<file path="config.mk">
export PLATFORM = sky130hd
export DESIGN_NAME = peak_detect
export DESIGN_NICKNAME = d
export VERILOG_FILES = /design/src/rtl/peak_detect.sv
export SDC_FILE = /design/constraint.sdc
export NUM_CORES = 1
export LEC_CHECK = 0
export CORE_UTILIZATION = 30
export DETAILED_ROUTE_END_ITERATION = 8
export GPL_TIMING_DRIVEN = 0
export HOLD_SLACK_MARGIN = 0.15
export PLACE_DENSITY = 0.61
export SETUP_SLACK_MARGIN = 0.5
export SYNTH_ARGS = -nofsm -noshare
export SYNTH_HDL_FRONTEND = slang
export SYNTH_SLANG_ARGS = --single-unit
</file>
<file path="constraint.sdc">
create_clock -name clk -period 5.6 [get_ports clk]
set_input_delay 0.56 -clock clk [delete_from_list [all_inputs] [get_ports clk]]
set_output_delay 0.56 -clock clk [all_outputs]
set_load 0.01 [all_outputs]
</file>
<file path="src/rtl/peak_detect.sv">
`default_nettype none
// ============================================================================
//  Module   : peak_detect
//  Purpose  : Per-channel windowed maximum (value + index) detector with
//             threshold flag over a channel-interleaved sample stream.
//  Revision : 1.0
// ============================================================================
module peak_detect #(
    parameter int DATA_WIDTH    = 16,
    parameter int NUM_CHANNELS  = 1,
    parameter int WINDOW_LENGTH = 64,
    // Bit count needed to hold N-1, never less than 1
    localparam int CW = (NUM_CHANNELS  > 1) ? $clog2(NUM_CHANNELS)  : 1,
    localparam int IW = (WINDOW_LENGTH > 1) ? $clog2(WINDOW_LENGTH) : 1
) (
    input  logic                  clk,
    input  logic                  rst,
    input  logic                  ena,
    input  logic [DATA_WIDTH-1:0] din,
    input  logic [DATA_WIDTH-1:0] thresh,
    output logic                  peak_valid,
    output logic [CW-1:0]         peak_chan,
    output logic [IW-1:0]         peak_index,
    output logic [DATA_WIDTH-1:0] peak_value,
    output logic                  peak_hit
);

    localparam logic [CW-1:0] c_last_chan = CW'(NUM_CHANNELS - 1);
    localparam logic [IW-1:0] c_last_samp = IW'(WINDOW_LENGTH - 1);

    logic [CW-1:0]         r_chan;
    logic [IW-1:0]         r_samp;
    logic [DATA_WIDTH-1:0] r_max_val [NUM_CHANNELS];
    logic [IW-1:0]         r_max_idx [NUM_CHANNELS];

    logic                  r_valid;
    logic [CW-1:0]         r_peak_chan;
    logic [IW-1:0]         r_peak_index;
    logic [DATA_WIDTH-1:0] r_peak_value;
    logic                  r_peak_hit;

    logic [DATA_WIDTH-1:0] w_cur_val;
    logic [IW-1:0]         w_cur_idx;
    logic                  w_take;
    logic [DATA_WIDTH-1:0] w_new_val;
    logic [IW-1:0]         w_new_idx;
    logic                  w_last_chan;
    logic                  w_last_samp;

    // Index 0 reloads unconditionally so no maximum survives into the next window;
    // strict greater-than keeps the earliest index on ties.
    always_comb begin
        w_cur_val   = r_max_val[r_chan];
        w_cur_idx   = r_max_idx[r_chan];
        w_take      = (r_samp == '0) || (din > w_cur_val);
        w_new_val   = w_take ? din    : w_cur_val;
        w_new_idx   = w_take ? r_samp : w_cur_idx;
        w_last_chan = (r_chan == c_last_chan);
        w_last_samp = (r_samp == c_last_samp);
    end

    always_ff @(posedge clk) begin
        if (rst) begin
            r_chan       <= '0;
            r_samp       <= '0;
            for (int i = 0; i < NUM_CHANNELS; i++) begin
                r_max_val[i] <= '0;
                r_max_idx[i] <= '0;
            end
            r_valid      <= 1'b0;
            r_peak_chan  <= '0;
            r_peak_index <= '0;
            r_peak_value <= '0;
            r_peak_hit   <= 1'b0;
        end else begin
            r_valid <= 1'b0;
            if (ena) begin
                r_max_val[r_chan] <= w_new_val;
                r_max_idx[r_chan] <= w_new_idx;
                if (w_last_samp) begin
                    r_valid      <= 1'b1;
                    r_peak_chan  <= r_chan;
                    r_peak_index <= w_new_idx;
                    r_peak_value <= w_new_val;
                    r_peak_hit   <= (w_new_val >= thresh);
                end
                if (w_last_chan) begin
                    r_chan <= '0;
                    r_samp <= w_last_samp ? '0 : r_samp + 1'b1;
                end else begin
                    r_chan <= r_chan + 1'b1;
                end
            end
        end
    end

    assign peak_valid = r_valid;
    assign peak_chan  = r_peak_chan;
    assign peak_index = r_peak_index;
    assign peak_value = r_peak_value;
    assign peak_hit   = r_peak_hit;

endmodule
`default_nettype wire

</file>
==> summary.txt <==
Run status
  – Status: completed

Clock network
  – Num CTS Buffers: 5
  – CTS Sinks: between 50 and 60
  – H-tree levels: 2
  – Post-CTS setup buffers: 0
  – Root buffer cell: clkbuf_16
  – CTS tree: yes
  – CTS max path bufs: 2
  – Clock transition at the registers of the reported paths: about 0.070 ns
  – Skew-Pair Late Insertion Delay: roughly 0.3 ns
  – # hold bufs at CTS: 0

Setup path
  – CP Capture Type: flip-flop
  – Worst path required time: 5.76 ns
  – CP delay by family, top: compound AO/OA/AOI/OAI gates
  – R2r setup slk: 1.15 ns
  – Crit start category: input pin
  – CP Max Fanout: 10
  – Data arrival, critical path: a little under 5 ns
  – R2r startpoint: r_max_val[0][14]
  – Max stage delay on crit path: 0.54 ns
  – R2r endpoint: peak_hit
  – CP max-delay cell: a2111oi_1
  – Setup CP Type: in -> reg
  – WP buf/inv: 2
  – R2r worst-path depth: 15
  – Most Frequent Cell on Critical Path: ha_1
  – CP cell instances: clkdlybuf4s50_1, ha_1, nand4_2, or2_4, a2111o_1, a21oi_4, buf_4, o21ai_0, nand2_1, ha_1, a21o_1, a2111oi_1, o211ai_1, a221oi_1, a211oi_1

Yosys
  – Warnings from Yosys: 0
  – Yosys cell types: between 40 and 50
  – Syn_area_per_cell: roughly 8.7 um2
  – Seq/Total Area, Yosys: between 30% and 40%
  – Synth top area cells: edfxtp_1, dfxtp_1, ha_1
  – Top_reg_cell synth: dfxtp_1
  – Yosys top cell area share: about 20%
  – FF+latch count, synth: between 50 and 60
  – Mapped Area: approximately 3400 um2
  – Largest area contributor in the netlist: edfxtp_1
  – Async set-reset flop share out of synthesis: 0%
  – EDFF count, synth: 22
  – Syn Nets: 460
  – Synth Instances: ~400

Power and ir drop
  – P_leak: about 1.6 nW
  – Power Dens Cells: ~230 nW/um2
  – Seq pwr share: between 40% and 50%
  – Clock share of power: 34.0%
  – Max VDD drop: ~0.12 mV
  – Cell Int Power: just under 0.7 mW
  – Switching share of power: between 20 and 30%
  – Sw Pwr: around 0.29 mW
  – Combinational power share: ~23%

Worst hold path
  – Hold depth: 2
  – Hold EP: peak_index[2]
  – Class of the worst hold path: reg -> reg
  – Hold path startpoint: peak_index[2]

Cells and area
  – Layout Nets: about 520
  – Area growth, synth to finish: 27.08%
  – Fraction of layout cells with a size suffix above 1: approximately 6.4%
  – Antenna fix cells: 0
  – Fin cells: slightly below 600

Detailed routing
  – DRT Wirelength: between 9 and 10 mm
  – Routed vias/inst: 5.052
  – Routed Antenna Nets: 0
  – Initial DRC count: roughly 190
  – Drt first pass iters: 5
  – DR WL/cell: around 15 um
  – DRC Markers: 0
  – Via count: between 3000 and 4000

STA
  – Slew @ Worst Pin: 0.6835 ns
  – RSZ-0062 raised after global routing: no
  – Tmin final: about 4.8 ns
  – Achievable Freq: 208.4 MHz
  – Count of final max-slew check failures: 0
  – Hold Vio Cnt, Final: 0
  – Tcrit/Tclk final: 85.69%
  – Worst clock skew: between 0.003 and 0.004 ns
  – Setup violators final: 0
  – Slew headroom: about 54%
  – Setup TNS Final: 0 ns

Placed design
  – Port-buffer cells: 56
  – Placed instance count: 587
  – GPL Wtd Cong: around 0.84
  – Post-DP HPWL: about 7.0 mm

Floorplanning
  – Die Y: approximately 110 um
  – # IOs: 60
  – Die ar.: approximately 12000 um2
  – Initial Util: 31.01%
  – Die Width: approximately 110 um
  – Core area: between 10000 and 15000 um2
  – Row count: 38

Global routing
  – Number of global-route vias before repair: slightly below 3000
  – Initial antenna violation count: 0
  – First-pass GRT wire length: between 10 and 15 mm
  – Largest net degree at the start of global routing: 23
  – Grt ovf: 0
  – GRT Total Usage: roughly 16%

Flow run
  – Count of max-cap constraint violations: 0
## how the worst max path moves through the flow
stage	from	to	cells after the start
global route	din[14]	peak_hit	16
global placement	din[14]	peak_hit	15
detailed placement	din[14]	peak_hit	14
floorplan	din[14]	peak_hit	14
finish	din[14]	peak_hit	15
CTS	din[14]	peak_hit	14
## logic make-up after synthesis
family | synth area share, %
other | 0.1106
buffers and inverters | 8.229
adder cells (fa/ha/maj) | 12.55
AND/OR/NAND/NOR | 16.27
AO/OA/AOI/OAI | 24.02
flip-flops | 37.20
XOR/XNOR | 1.033
multiplexers | 0.5904
## cell usage after synthesis, drive strengths merged, types with 2 or more instances
cell,number
clkbuf,12
o211ai,41
o31ai,3
a311oi,3
or3,15
nand2,58
nor2,16
or2,2
a21oi,34
nor4,2
xor2,3
a211oi,5
nand3,7
nand2b,3
nand4,7
a21o,5
nor3,3
edfxtp,22
ha,34
dfxtp,30
nor2b,2
o21ai,24
buf,12
mux2i,2
inv,36
## worst min-delay path, stage by stage, from the launching register on
cell	delay [ns]
dfxtp_1	0.31
nand2_1	0.05
a21oi_1	0.05
## what timing repair did
item                                    in CTS  in global routing
gates resized for setup                      0                  4
endpoints found under the hold margin        0                  0
endpoints found under the setup margin       0                  1
## power groups by stage
| stage | Sequential [mW] | Clock (mW) | Combinational (mW) |
|---|---|---|---|
| 6_report | 0.420 | 0.334 | 0.227 |
| 5_1_grt | 0.421 | 0.351 | 0.256 |
| 4_1_cts | 0.420 | 0.336 | 0.222 |
| 3_5_place_dp | 0.428 | 0 | 0.221 |
| 3_3_place_gp | 0.428 | 0 | 0.215 |
| 2_1_floorplan | 0.423 | 0 | 0.148 |
## final cells by class
class / count / area, um2
buffer: 24 / 143.9
clock buffer: 7 / 153.9
clock inverter: 1 / 5.005
fill: 1115 / 6626
inverter: 36 / 135.1
multi-input combinational: 279 / 1874
sequential: 52 / 1261
tap: 140 / 175.2
timing repair buffer: 56 / 560.5
## state kept, by name (all words and copies together), names as in the netlist
| name | cells |
|---|---|
| peak_hit | 1 |
| peak_index | 6 |
| peak_valid | 1 |
| peak_value | 16 |
| r_max_idx | 6 |
| r_max_val | 16 |
| r_samp | 6 |
## stage by stage
| step | hold slack [ns] | setup WS, ns | power [mW] | area, um2 | util, % |
|---|---|---|---|---|---|
| after detailed placement | 0.4467 | 0.3193 | 0.6493 | 4126 | 37.73 |
| after global routing | 0.4804 | 0.5095 | 1.029 | 4309 | 39.41 |
| final | 0.4537 | 0.8011 | 0.9819 | 4309 | 39.41 |
| after floorplan | 0.4762 | 1.791 | 0.5713 | 3391 | - |
| after CTS | 0.4575 | 0.6139 | 0.9781 | 4285 | 39.19 |
| after global placement | 0.4466 | 0.4176 | 0.6433 | 4126 | 37.73 |
## metal layers
layer	vias to the layer above	global-route usage [%]	wire [um]
met3	10	2.712	623
met2	89	26.02	4102
met1	1369	21.90	4144
met5	-	0	0
met4	0	5.792	167
li1	1538	-	-
## cells in the final DEF (no fill, tap or decap), types with 4 or more instances in the layout
| master | synthesis | routed |
|---|---|---|
| nand2_1 | 58 | 58 |
| clkdlybuf4s50_1 | 0 | 56 |
| o211ai_1 | 39 | 39 |
| inv_1 | 36 | 36 |
| ha_1 | 34 | 34 |
| a21oi_1 | 33 | 33 |
| dfxtp_1 | 30 | 30 |
| edfxtp_1 | 22 | 22 |
| o21ai_0 | 19 | 19 |
| nor2_1 | 16 | 16 |
| or3_1 | 15 | 15 |
| clkbuf_1 | 12 | 13 |
| nand3_1 | 7 | 7 |
| nand4_1 | 6 | 6 |
| clkbuf_16 | 0 | 6 |
| buf_6 | 5 | 5 |
| a21o_1 | 5 | 5 |
| a211oi_1 | 5 | 4 |
| buf_2 | 4 | 4 |
| o21ai_1 | 4 | 4 |
No activity file was read; power rests on OpenSTA's default activity.
